## src/rtl/tlc_pkg.sv

```systemverilog
// ---------------------------------------------------------------------------
// tlc_pkg -- shared definitions for the traffic-light lamp monitor.
//   * 2-bit light codes (green / yellow / red / invalid)
//   * monitor state encodings
//   * fault_code values
//   * permitted non-red pair mask and a conflict-detect helper
// Approach index order everywhere: 0=M1, 1=M2, 2=M3, 3=M4, 4=R, 5=S.
// ---------------------------------------------------------------------------
package tlc_pkg;

    localparam int N_APP = 6;

    typedef enum logic [1:0] {
        CODE_RED = 2'b00,
        CODE_YEL = 2'b01,
        CODE_GRN = 2'b10,
        CODE_INV = 2'b11
    } light_code_e;

    typedef enum logic [1:0] {
        ST_NORMAL  = 2'd0,
        ST_FLASH   = 2'd1,
        ST_RECOVER = 2'd2,
        ST_ILLEGAL = 2'd3
    } mon_state_e;

    typedef enum logic [2:0] {
        FC_NONE     = 3'd0,
        FC_CONFLICT = 3'd1,
        FC_INVALID  = 3'd2,
        FC_YSKIP    = 3'd3
    } fault_code_e;

    // Row i, bit j set: approaches i and j may be non-red together.
    // Allowed pairs: {M1,M2}, {M1,M3}, {M2,M4}; the matrix is symmetric.
    localparam logic [N_APP-1:0][N_APP-1:0] PAIR_OK = {
        6'b000000,  // S
        6'b000000,  // R
        6'b000010,  // M4 : M2
        6'b000001,  // M3 : M1
        6'b001001,  // M2 : M1, M4
        6'b000110   // M1 : M2, M3
    };

    // True when any two non-red approaches form a pair outside PAIR_OK.
    function automatic logic has_conflict(input logic [N_APP-1:0] nonred);
        logic hit;
        hit = 1'b0;
        for (int i = 0; i < N_APP; i++) begin
            for (int j = 0; j < N_APP; j++) begin
                if (i != j && nonred[i] && nonred[j] && !PAIR_OK[i][j]) begin
                    hit = 1'b1;
                end
            end
        end
        return hit;
    endfunction

endpackage

```

## src/rtl/tlc_cycle_timer.sv

```systemverilog
// ---------------------------------------------------------------------------
// tlc_cycle_timer -- saturating cycle timer for the flash phase / all-red hold.
// Ports:
//   clk, rst_n   clock, asynchronous active-low reset (count -> 0)
//   load_i       restart; the loading edge counts as the first cycle (count=1)
//   enable_i     advance the count by one per cycle, saturating at limit_i
//   limit_i      phase length in cycles
//   done_o       count has reached limit_i
// ---------------------------------------------------------------------------
module tlc_cycle_timer #(
    parameter int W = 4
) (
    input  logic         clk,
    input  logic         rst_n,
    input  logic         load_i,
    input  logic         enable_i,
    input  logic [W-1:0] limit_i,
    output logic         done_o
);

    logic [W-1:0] cnt_q, cnt_d;

    always_comb begin
        // NOTE: default assigned first so every path drives cnt_d -- no latch.
        cnt_d = cnt_q;
        if (load_i) begin
            cnt_d = W'(1);
        end else if (enable_i && (cnt_q < limit_i)) begin
            cnt_d = cnt_q + W'(1);
        end
    end

    // NOTE: state registers use non-blocking assignment only.
    always_ff @(posedge clk or negedge rst_n) begin
        if (!rst_n) begin
            cnt_q <= '0;
        end else begin
            cnt_q <= cnt_d;
        end
    end

    assign done_o = (cnt_q >= limit_i);

endmodule

```

## src/rtl/tlc_lamp_monitor.sv

```systemverilog
// ---------------------------------------------------------------------------
// tlc_lamp_monitor -- conflict monitor for a six-approach signal controller.
// Registers the controller's light codes, drives one lamp per approach in
// NORMAL, flashes all reds in FLASH after a filtered violation, and holds
// solid all-red in RECOVER before returning to NORMAL.
// Ports:
//   clk, rst_n     clock, asynchronous active-low reset (-> RECOVER)
//   light_in[11:0] six 2-bit codes {S,R,M4,M3,M2,M1}, M1 at [1:0]
//   clr            fault clear request (FLASH -> RECOVER when no violation)
//   lamp_r/y/g     per-approach lamp drives, bit i = approach i
//   fault          high while in FLASH
//   fault_code     cause of the latched fault (tlc_pkg::fault_code_e)
//   mon_state      current state (tlc_pkg::mon_state_e)
// Build option: define TLC_MON_YELLOW_CHECK_EN to add the yellow-skip check.
// ---------------------------------------------------------------------------
module tlc_lamp_monitor
    import tlc_pkg::*;
#(
    parameter int FAULT_FILT  = 2,
    parameter int FLASH_HALF  = 4,
    parameter int ALL_RED_CYC = 8
) (
    input  logic                 clk,
    input  logic                 rst_n,
    input  logic [2*N_APP-1:0]   light_in,
    input  logic                 clr,
    output logic [N_APP-1:0]     lamp_r,
    output logic [N_APP-1:0]     lamp_y,
    output logic [N_APP-1:0]     lamp_g,
    output logic                 fault,
    output logic [2:0]           fault_code,
    output logic [1:0]           mon_state
);

    localparam int FW   = $clog2(FAULT_FILT + 1);
    localparam int TMAX = (FLASH_HALF > ALL_RED_CYC) ? FLASH_HALF : ALL_RED_CYC;
    localparam int TW   = $clog2(TMAX + 1);

    logic [2*N_APP-1:0] light_q;
    mon_state_e         state_q, state_d;
    fault_code_e        code_q, code_d;
    logic [FW-1:0]      filt_q, filt_d;
    logic               flash_q, flash_d;

    logic [N_APP-1:0]   nonred, inval;
    logic               viol_conflict, viol_invalid, viol_skip, any_viol;
    fault_code_e        viol_code;
    logic               tmr_load, tmr_en, tmr_done;
    logic [TW-1:0]      tmr_limit;

    // ---- violation detection on the registered codes ----
    always_comb begin
        nonred = '0;
        inval  = '0;
        for (int i = 0; i < N_APP; i++) begin
            nonred[i] = (light_q[2*i +: 2] != CODE_RED);
            inval[i]  = (light_q[2*i +: 2] == CODE_INV);
        end
    end

    assign viol_conflict = has_conflict(nonred);
    assign viol_invalid  = |inval;

`ifdef TLC_MON_YELLOW_CHECK_EN
    // prev_q keeps each approach's code from before its most recent change,
    // so a green->red skip stays flagged until that approach changes again.
    logic [2*N_APP-1:0] prev_q, prev_d;
    logic [N_APP-1:0]   skip;

    always_comb begin
        prev_d = prev_q;
        skip   = '0;
        for (int i = 0; i < N_APP; i++) begin
            if (light_in[2*i +: 2] != light_q[2*i +: 2]) begin
                prev_d[2*i +: 2] = light_q[2*i +: 2];
            end
            skip[i] = (prev_q[2*i +: 2] == CODE_GRN) && (light_q[2*i +: 2] == CODE_RED);
        end
    end

    always_ff @(posedge clk or negedge rst_n) begin
        if (!rst_n) begin
            prev_q <= '0;
        end else begin
            prev_q <= prev_d;
        end
    end

    assign viol_skip = |skip;
`else
    assign viol_skip = 1'b0;
`endif

    assign any_viol  = viol_invalid | viol_conflict | viol_skip;
    assign viol_code = viol_invalid  ? FC_INVALID  :
                       viol_conflict ? FC_CONFLICT :
                       viol_skip     ? FC_YSKIP    : FC_NONE;

    // ---- shared flash-phase / all-red hold timer ----
    assign tmr_limit = (state_q == ST_FLASH) ? TW'(FLASH_HALF) : TW'(ALL_RED_CYC);

    tlc_cycle_timer #(.W(TW)) u_timer (
        .clk      (clk),
        .rst_n    (rst_n),
        .load_i   (tmr_load),
        .enable_i (tmr_en),
        .limit_i  (tmr_limit),
        .done_o   (tmr_done)
    );

    // ---- next-state logic ----
    always_comb begin
        state_d  = state_q;
        code_d   = code_q;
        filt_d   = '0;
        flash_d  = flash_q;
        tmr_load = 1'b0;
        tmr_en   = 1'b0;
        case (state_q)
            ST_NORMAL: begin
                if (any_viol) begin
                    filt_d = (filt_q == FW'(FAULT_FILT)) ? filt_q : filt_q + FW'(1);
                end
                // The edge on which the count reaches FAULT_FILT is the FLASH entry edge.
                if (any_viol && (filt_q >= FW'(FAULT_FILT - 1))) begin
                    state_d  = ST_FLASH;
                    code_d   = viol_code;
                    flash_d  = 1'b1;
                    tmr_load = 1'b1;
                    filt_d   = '0;
                end
            end
            ST_FLASH: begin
                tmr_en = 1'b1;
                if (clr && !any_viol) begin
                    state_d  = ST_RECOVER;
                    tmr_load = 1'b1;
                end else if (tmr_done) begin
                    flash_d  = ~flash_q;
                    tmr_load = 1'b1;
                end
            end
            ST_RECOVER: begin
                tmr_en = 1'b1;
                if (any_viol) begin
                    state_d  = ST_FLASH;
                    code_d   = viol_code;
                    flash_d  = 1'b1;
                    tmr_load = 1'b1;
                end else if (tmr_done) begin
                    state_d = ST_NORMAL;
                end
            end
            default: begin
                state_d  = ST_FLASH;
                flash_d  = 1'b1;
                tmr_load = 1'b1;
            end
        endcase
    end

    always_ff @(posedge clk or negedge rst_n) begin
        if (!rst_n) begin
            light_q <= '0;
            state_q <= ST_RECOVER;
            code_q  <= FC_NONE;
            filt_q  <= '0;
            flash_q <= 1'b0;
        end else begin
            light_q <= light_in;
            state_q <= state_d;
            code_q  <= code_d;
            filt_q  <= filt_d;
            flash_q <= flash_d;
        end
    end

    // ---- lamp outputs ----
    always_comb begin
        lamp_r = '0;
        lamp_y = '0;
        lamp_g = '0;
        fault  = 1'b0;
        case (state_q)
            ST_NORMAL: begin
                for (int i = 0; i < N_APP; i++) begin
                    if (light_q[2*i +: 2] == CODE_GRN) begin
                        lamp_g[i] = 1'b1;
                    end else if (light_q[2*i +: 2] == CODE_YEL) begin
                        lamp_y[i] = 1'b1;
                    end else begin
                        // Invalid codes fall back to red.
                        lamp_r[i] = 1'b1;
                    end
                end
            end
            ST_FLASH: begin
                lamp_r = {N_APP{flash_q}};
                fault  = 1'b1;
            end
            default: begin
                lamp_r = '1;
            end
        endcase
    end

    assign fault_code = code_q;
    assign mon_state  = state_q;

endmodule

```

## config.mk

```make
export PLATFORM = sky130hd
export DESIGN_NAME = tlc_lamp_monitor
export DESIGN_NICKNAME = d
export VERILOG_FILES = /design/src/rtl/tlc_pkg.sv /design/src/rtl/tlc_cycle_timer.sv /design/src/rtl/tlc_lamp_monitor.sv
export SDC_FILE = /design/constraint.sdc
export NUM_CORES = 1
export LEC_CHECK = 0
export ABC_AREA = 0
export BUFFER_PORTS_ARGS = -buffer_cell sky130_fd_sc_hd__buf_2
export CAP_MARGIN = 20
export CORE_ASPECT_RATIO = 1.25
export CORE_UTILIZATION = 53
export CTS_CLUSTER_SIZE = 16
export DETAILED_ROUTE_END_ITERATION = 12
export PLACE_DENSITY_LB_ADDON = 0.1
export SYNTH_ARGS = -nofsm -noshare
export SYNTH_HDL_FRONTEND = slang
export SYNTH_SLANG_ARGS = --single-unit
```

## constraint.sdc

```tcl
create_clock -name clk -period 3.1 [get_ports clk]
set_input_delay 0.465 -clock clk [delete_from_list [all_inputs] [get_ports clk]]
set_output_delay 0.465 -clock clk [all_outputs]
set_load 0.005 [all_outputs]
```

## Yosys cells after proc, flatten, opt, wreduce, memory -nomap -nowiden

Cells that the tools add are included.

| operators by class | value |
|---|---|
| $add $sub $neg | 2 |
| magnitude comparators | 3 |
| eq/ne operators | 28 |
| mux-type cells | 74 |
| bitwise operators | 2 |
| reductions and logical operators | 30 |

Operator list:

| cell | count |
|---|---|
| two-way mux 1 bit | 53 |
| equality test 2 bit (second input constant) | 14 |
| two-way mux 2 bit | 9 |
| nonzero test 2 bit | 8 |
| logical AND 1 bit | 15 |
| equality test 2 x 1 -> 1 bit (second input constant) | 7 |
| two-way mux 4 bit | 3 |
| two-way mux 6 bit | 2 |
| case mux 6 bit (2 select lines) | 1 |
| inequality test 2 bit (second input constant) | 4 |
| two-way mux 3 bit | 2 |
| case mux 1 bit (3 select lines) | 2 |
| case mux 2 bit (3 select lines) | 1 |
| case mux 3 bit (2 select lines) | 1 |
| AND reduction 3 bit | 2 |
| OR reduction 6 bit | 1 |
| adder 4 x 1 -> 4 bit (second input constant) | 1 |
| greater-or-equal comparator 4 bit | 1 |
| less-than comparator 4 bit | 1 |
| inequality test 4 bit (second input constant) | 1 |
| AND reduction 4 bit | 1 |
| inequality test 3 bit (second input constant) | 1 |
| adder 2 x 1 -> 2 bit (second input constant) | 1 |
| greater-or-equal comparator 2 x 1 -> 1 bit (second input constant) | 1 |
| 6 further kinds | 6 |

| storage, ports and cells | value |
|---|---|
| register bits | 24 |
| output and inout bits | 24 |
| word-level logic and storage cells | 145 |

## Logic depth before layout (Yosys ltp)

Gate-level depths: netlist of the first run.

| depth | value |
|---|---|
| depth in word-level cells | 20 |
| mapped depth | 8 |
| gate-level depth less buffers | 8 |

## Modules after synthesis

Synthesis of the first run repeated with hierarchy kept, for this count alone.

| unflattened totals | value |
|---|---|
| cells, all modules | 169 |
| area total of the unflattened synthesis | 1702.9 µm² |

Modules (own cells, without submodules):

| module | instances | cells each | area each (µm²) |
|---|---|---|---|
| tlc_lamp_monitor | 1 | 134 | 1361.3 |
| tlc_cycle_timer | 1 | 35 | 341.6 |

## Least setup slack after synthesis of the first run

No wires, ideal clock.

| path | value |
|---|---|
| kind | register to register |
| start | reg state_q[1], in the netlist mon_state[1] |
| end | reg u_timer.cnt_q[0] |
| library setup time | 0.121 ns |
| data arrival time | 2.204 ns |
| data required time | 2.979 ns |
| setup slack | 0.775 ns |
| cell stages (with the launch flop) | 9 |
| buffers on the path | 0 |
| clock period less this slack | 2.325 ns |
| cell sequence | dfstp_2 -> inv_1 -> ha_1 -> ha_1 -> a21bo_2 -> a21oi_1 -> nand2b_1 -> o2111ai_1 -> nand2b_1 |

| on the way | value |
|---|---|
| word-level cells in the longest chain between the ends | 7 |
| elaborated cells between the ends (all ways) | 14 |
| classes of those cells | order compare: 2; eq/ne: 2; mux: 6; reduce/logical: 4 |

Ends and longest elaborated chain:

| what | line | text |
|---|---|---|
| start: declaration | tlc_lamp_monitor.sv:40 | `mon_state_e state_q, state_d;` |
| start signal: assignment | tlc_lamp_monitor.sv:171 | `state_q <= state_d;` |
| equality test 2 x 1 -> 1 bit | tlc_lamp_monitor.sv:100, tlc_lamp_monitor.sv:119 |  |
| two-way mux 4 bit | tlc_lamp_monitor.sv:100 | `assign tmr_limit = (state_q == ST_FLASH) ? TW'(FLASH_HALF) : TW'(ALL_RED_CYC);` |
| greater-or-equal comparator 4 bit | tlc_cycle_timer.sv:42 | `assign done_o = (cnt_q >= limit_i);` |
| two-way mux 1 bit | tlc_lamp_monitor.sv:138 | `end else if (tmr_done) begin` |
| two-way mux 1 bit | tlc_lamp_monitor.sv:135 | `if (clr && !any_viol) begin` |
| case mux 1 bit (3 select lines) | tlc_lamp_monitor.sv:119 | `case (state_q)` |
| two-way mux 4 bit / nonzero test 2 bit (equally long branches) | - |  |
| end signal: assignment | tlc_cycle_timer.sv:38 | `cnt_q <= cnt_d;` |
| end: declaration | tlc_cycle_timer.sv:21 | `logic [W-1:0] cnt_q, cnt_d;` |

Parallel ways exist; a longest one is shown, timed or not.
A chain may end at the register's enable or synchronous reset.

## Worst setup path in the final report of the first run

Ends and elaborated chain as after synthesis.

==> impl_metrics.tcl, run 1 <==
set metrics [dict create \
    tightest_slew_ps 602.1 \
    final_util 0.6376 \
    final_cells 237 \
    p_leak_nw 1.016 \
    slew_violations 0 \
    reg2reg_to "u_timer.cnt_q[0]" \
    end_kind "register" \
    clock-sinks 23 \
    crit_path_start_kind "register" \
    tns_ps 0 \
    routed_wl_um 3280 \
    setup_viol 0 \
    post_cts_buffers 0 \
    rr_startpoint "mon_state[1]" \
    period_minus_slack_ps 2546 \
    rsz0062_at_grt "no" \
    antenna_found_initial 0 \
    clkSlewWorstSetupHoldPaths_ps 130 \
    ant_nets 0 \
    ctsHtreeMaxLevel 1 \
    route.met2.wl_um 1782 \
    dp_cells 233 \
    synth.distinct_cells 37 \
    cts_root_buf "clkbuf_4" \
    vias 1263 \
    synth_edf_count 0 \
    start_util 0.5569 \
    async_reset_ff_frac 1.000 \
    grt.total_usage 0.2362 \
    clk_path_buf_depth 2 \
    route.detailed.vias_per_inst 5.329 \
    max_freq_mhz 392.8 \
    arrival_ps 2750 \
    firstDrtPassIters 4 \
    dieArea_mm2 0.003323 \
    fin_area_mm2 0.001878 \
    placement.io_buffers 37 \
    drc_errors 0 \
    clk_latency_ps 300 \
    critical_path_class "register to register" \
    p_sw_uw 559.0 \
    syn2layout_area_growth_pct 14.49 \
    rrSetupSlack_ps 550 \
    grt_pass1_vias 1371 \
    wl_met1_um 1352 \
    yosysWarnings 0 \
    post-route-period-util 0.8213 \
    seqPwrFrac 0.320 \
    synthCells 163 \
    post_drt_wl_per_cell_um 13.84 \
    hold_viol_final 0 \
    combPwrFrac 0.574 \
    drive_gt1_frac 0.2388 \
    cts_tree "done" \
    rr_worst_depth 8 \
    grt_max_degree 24 \
    synthFlopType "dfrtp_1" \
    final_critical_path_setup_slack_ps 554.1 \
    diodes 0 \
    die-height_um 64.20 \
    p_total_mw 1.326 \
    core_mm2 0.002945 \
    max_slew_margin 0.5978 \
    intPower_uw 767.1 \
    dpl.hpwl_um 2586 \
    routabilityCongestion 0.7929 \
    cp.required_ps 3310 \
    dp_slack_ps 565.0 \
    cts_resized 0 \
    pin_count 39 \
    clockPowerShare 0.106 \
    cts-buffers-inserted 3 \
    drtIter0Drc 26 \
    hp-class "input port to async pin" \
    syn_area_per_cell_um2 10.06 \
    whs_ps 112.8 \
    endpoint "u_timer.cnt_q[0]" \
    ys_seq_area_frac 0.3516 \
    vdd_drop_max_mv 0.5462 \
    status "complete, no violations" \
    rows 22 \
    drv_cap 0 \
    switching_share 0.4215 \
    place_area_mm2 0.001852 \
    critPathLaunch "mon_state[1]" \
    path_max_fanout 11 \
    fp.dieW_um 51.76 \
    grt_pass1_wl_um 5954 \
    power.density_mw_per_mm2 706.1 \
    met3RoutedLength_um 127 \
    holdBufCountCts 0 \
    synth_fp_nets 212 \
    finClkSkew_ps 2.286 \
    nets 251 \
    top_layer "met4" \
    grt-ovfl-total 0 \
    syn_area_mm2 0.001640 \
    synth_seq_cells 23 \
]
-- flip-flops by register name (all words and copies together), names as in the netlist --
signal	flops
mon_state	2
light_q	12
flash_q	1
filt_q	2
u_timer.cnt_q	4
fault_code	2
-- cell usage after synthesis, drive strengths merged, types with 3 or more instances --
library cell,number,area (um2)
a21oi,5,25.02
and2,12,75.07
dfrtp,22,550.5
ha,34,425.4
inv,26,97.59
nand2,4,15.01
nand4,5,31.28
nor2,5,18.77
nor3,3,26.28
o2111ai,3,26.28
o21ai,14,70.06
-- layout make-up --
class                   count  area (um2)
repair buffers             38       192.7
inverters                  26       97.59
well taps                  36       45.04
clock buffers               4       26.28
flip-flops and latches     23       576.8
multi-input cells         110       939.7
fillers                   280        1067
-- power by group through the flow --
stage	logic, mW	clock network (mW)	registers, mW
6_report	0.761	0.141	0.424
5_1_grt	0.880	0.159	0.434
4_1_cts	0.771	0.146	0.424
3_5_place_dp	0.772	0	0.428
3_3_place_gp	0.734	0	0.425
2_1_floorplan	0.530	0	0.421
-- worst min-delay path by stage --
stage               cells past startpoint   from          endpoint
floorplan                               0  rst_n     fault_code[0]
global placement                        1  rst_n  u_timer.cnt_q[1]
detailed placement                      1  rst_n  u_timer.cnt_q[1]
CTS                                     1  rst_n           flash_q
global route                            1  rst_n         filt_q[0]
finish                                  1  rst_n  u_timer.cnt_q[1]
-- per-layer routing --
| metal | up-vias | track usage |
|---|---|---|
| li1 | 619 | - |
| met1 | 608 | 0.2685 |
| met2 | 34 | 0.4399 |
| met3 | 2 | 0.02857 |
| met4 | 0 | 0.07770 |
| met5 | - | 0 |
-- critical path, cell delays in order (launching register included) --
cell and delay, ps:
dfstp_2 600, inv_1 70, ha_1 300, ha_1 340, a21bo_2 190, a21oi_1 380, nand2b_1 160, o2111ai_1 200
nand2b_1 200
-- layout by cell type (no fill, tap or decap), types with 2 or more instances in the layout --
cell type and count:
nand2b_1 2, nor3_1 2, dfrtp_1 22, o221a_1 2, buf_2 37, nand4_1 5
and2_1 12, clkbuf_4 3, a21oi_1 5, inv_1 25, o21ai_1 9, o22a_1 2
o2111ai_1 3, mux2i_1 2, nor2_1 5, xor2_1 2, ha_1 34, o21ai_0 5
xnor2_1 2, nand2_1 4
-- cells by family (layout without fill, tap and decap cells) --
logic type / after synthesis / after routing / share of synthesized area
other cells: 1 / 1 / 0.002286
mux: 2 / 2 / 0.01220
fa+ha+maj: 34 / 34 / 0.2593
simple gates: 35 / 35 / 0.1282
xor+xnor: 4 / 4 / 0.02136
flops: 23 / 23 / 0.3516
compound gates: 34 / 34 / 0.1495
buf+inv: 30 / 68 / 0.07552
Power figures use the tool's default switching activity.
==> run 2, diff against run 1 <==
--- a/config.mk
+++ b/config.mk
@@ -9,7 +9,7 @@
 export BUFFER_PORTS_ARGS = -buffer_cell sky130_fd_sc_hd__buf_2
 export CAP_MARGIN = 20
 export CORE_ASPECT_RATIO = 1.25
-export CORE_UTILIZATION = 53
+export CORE_UTILIZATION = 48
 export CTS_CLUSTER_SIZE = 16
 export DETAILED_ROUTE_END_ITERATION = 12
 export PLACE_DENSITY_LB_ADDON = 0.1
==> constraint.sdc (replaced) <==
create_clock -name clk -period 2.19 [get_ports clk]
set_input_delay 0.3285 -clock clk [delete_from_list [all_inputs] [get_ports clk]]
set_output_delay 0.3285 -clock clk [all_outputs]
set_load 0.005 [all_outputs]
==> run 2 against run 1 <==
Register-to-register slack worse by 440 ps; core utilization decreased by 2.1 points; setup slack lost 440 ps; clock-buffer cell count decreased by 1; critical path depth did not move; sequential power up 39%; clock skew grew 3.7 ps; hold slack got worse by 82 ps; global-route usage shrank 3.0 points; critical path type unchanged; largest power group unchanged; highest routed layer unchanged.
==> impl_metrics.tcl, run 2 (synthesis gave the netlist of run 1 again) <==
set metrics [dict create \
    period_minus_slack_ps 2074 \
    end_kind "register" \
    routed_wl_um 3482 \
    power.density_mw_per_mm2 1101 \
    reg2reg_to "mon_state[0]" \
    whs_ps 30.41 \
    slew_violations 0 \
    reg_top3 "light_q: 12 flops, u_timer.cnt_q: 4 flops" \
    vdd_drop_max_mv 0.7952 \
    pin_count 39 \
    grt_pass1_vias 1249 \
    max_slew_margin 0.6499 \
    path_max_fanout 4 \
    nets 259 \
    fp.dieW_um 54.29 \
    grt_pass1_wl_um 5395 \
    rrSetupSlack_ps 120 \
    critical_path_class "register to register" \
    place_area_mm2 0.001907 \
    clk_path_buf_depth 2 \
    dp_cells 240 \
    hold_viol_final 0 \
    drc_errors 0 \
    syn2layout_area_growth_pct 21.13 \
    final_common_cell "buf_2" \
    ctsHtreeMaxLevel 1 \
    largest_reg_flops 12 \
    rr_startpoint "mon_state[1]" \
    clk_latency_ps 270 \
    max_freq_mhz 482.3 \
    clock-sinks 23 \
    setup_viol 0 \
    final_cell_mix "buf_2 (37), ha_1 (32), inv_1 (25), dfrtp_1 (22), and2_1 (12)" \
    post_drt_wl_per_cell_um 14.15 \
    rr_worst_depth 8 \
    crit_path_start_kind "register" \
    critPathLaunch "mon_state[1]" \
    post-route-period-util 0.9468 \
    grt-ovfl-total 0 \
    cp.required_ps 2350 \
    top_register "light_q" \
    finClkSkew_ps 5.990 \
    p_leak_nw 1.071 \
    clkSlewWorstSetupHoldPaths_ps 90 \
    arrival_ps 2230 \
    route.detailed.vias_per_inst 5.171 \
    ant_nets 0 \
    diodes 0 \
    tightest_slew_ps 525.2 \
    core_mm2 0.003223 \
    dpl.hpwl_um 2783 \
    antenna_found_initial 0 \
    drive_gt1_frac 0.2967 \
    p_total_mw 2.188 \
    die-height_um 67.36 \
    final_cells 246 \
    grt.total_usage 0.2065 \
    cts_tree "done" \
    drtIter0Drc 26 \
    rows 23 \
    placement.io_buffers 37 \
    dieArea_mm2 0.003657 \
    vias 1272 \
    drv_cap 0 \
    fillers 295 \
    status "complete, no violations" \
    firstDrtPassIters 4 \
    start_util 0.5089 \
    cts_root_buf "clkbuf_8" \
    cts-buffers-inserted 3 \
    rsz0062_at_grt "no" \
    routabilityCongestion 0.7896 \
    fin_area_mm2 0.001987 \
    grt_max_degree 24 \
    hp-class "input port to async pin" \
]
==> run 2: metal layers <==
layer	up-vias	part of all wire	track usage
met3	6	0.034	0.02477
met4	0	0.013	0.07372
met2	31	0.54	0.3841
li1	635	-	-
met5	-	0	0
met1	600	0.41	0.2317
==> run 2: through the flow <==
stage	util	worst slack, ps	setup TNS, ps
floorplan	-	-30.24	-30.24
global placement	0.5916	117.9	0
detailed placement	0.5916	20.77	0
CTS	0.6060	13.45	0
global route	0.6165	11.41	0
finish	0.6165	116.4	0
==> run 2: final cells by class <==
class | count | area [um2] | share of cell area
Sequential cell | 23 | 576.8 | 0.2903
Multi-Input combinational cell | 110 | 967.2 | 0.4868
Clock buffer | 3 | 41.29 | 0.02078
Tap cell | 37 | 46.29 | 0.02330
Clock inverter | 1 | 5.005 | 0.002519
Inverter | 26 | 97.59 | 0.04912
Timing Repair Buffer | 46 | 252.7 | 0.1272
==> run 2: report_power, final <==
part | internal [mW] | total, mW | switching (mW)
Clock | 0.127 | 0.269 | 0.142
Combinational | 0.659 | 1.33 | 0.669
Sequential | 0.527 | 0.591 | 0.0644
Total | 1.31 | 2.19 | 0.875
==> run 2: repair_timing <==
item / CTS / global route
resized for setup: 0 / 4
hold buffers: 0 / 0
setup buffers: 0 / 2
endpoints found under the setup margin: 0 / 7
==> run 2: worst max-delay path, stage by stage (launching register included) <==
cell and delay [ps]:
dfstp_2 540, inv_1 60, ha_2 200, ha_1 290
a21bo_2 210, a21oi_4 180, buf_4 150, a31oi_2 100
o221a_1 240
==> run 2: worst max path at each step <==
stage                             endpoint  slack (ps)  depth (start not counted)
after global placement    u_timer.cnt_q[0]         120                          8
after detailed placement  u_timer.cnt_q[0]          20                          8
after global routing             lamp_r[2]          10                          8
after CTS                 u_timer.cnt_q[0]          10                          8
final                         mon_state[0]         120                          8
after floorplan           u_timer.cnt_q[0]         -30                          8
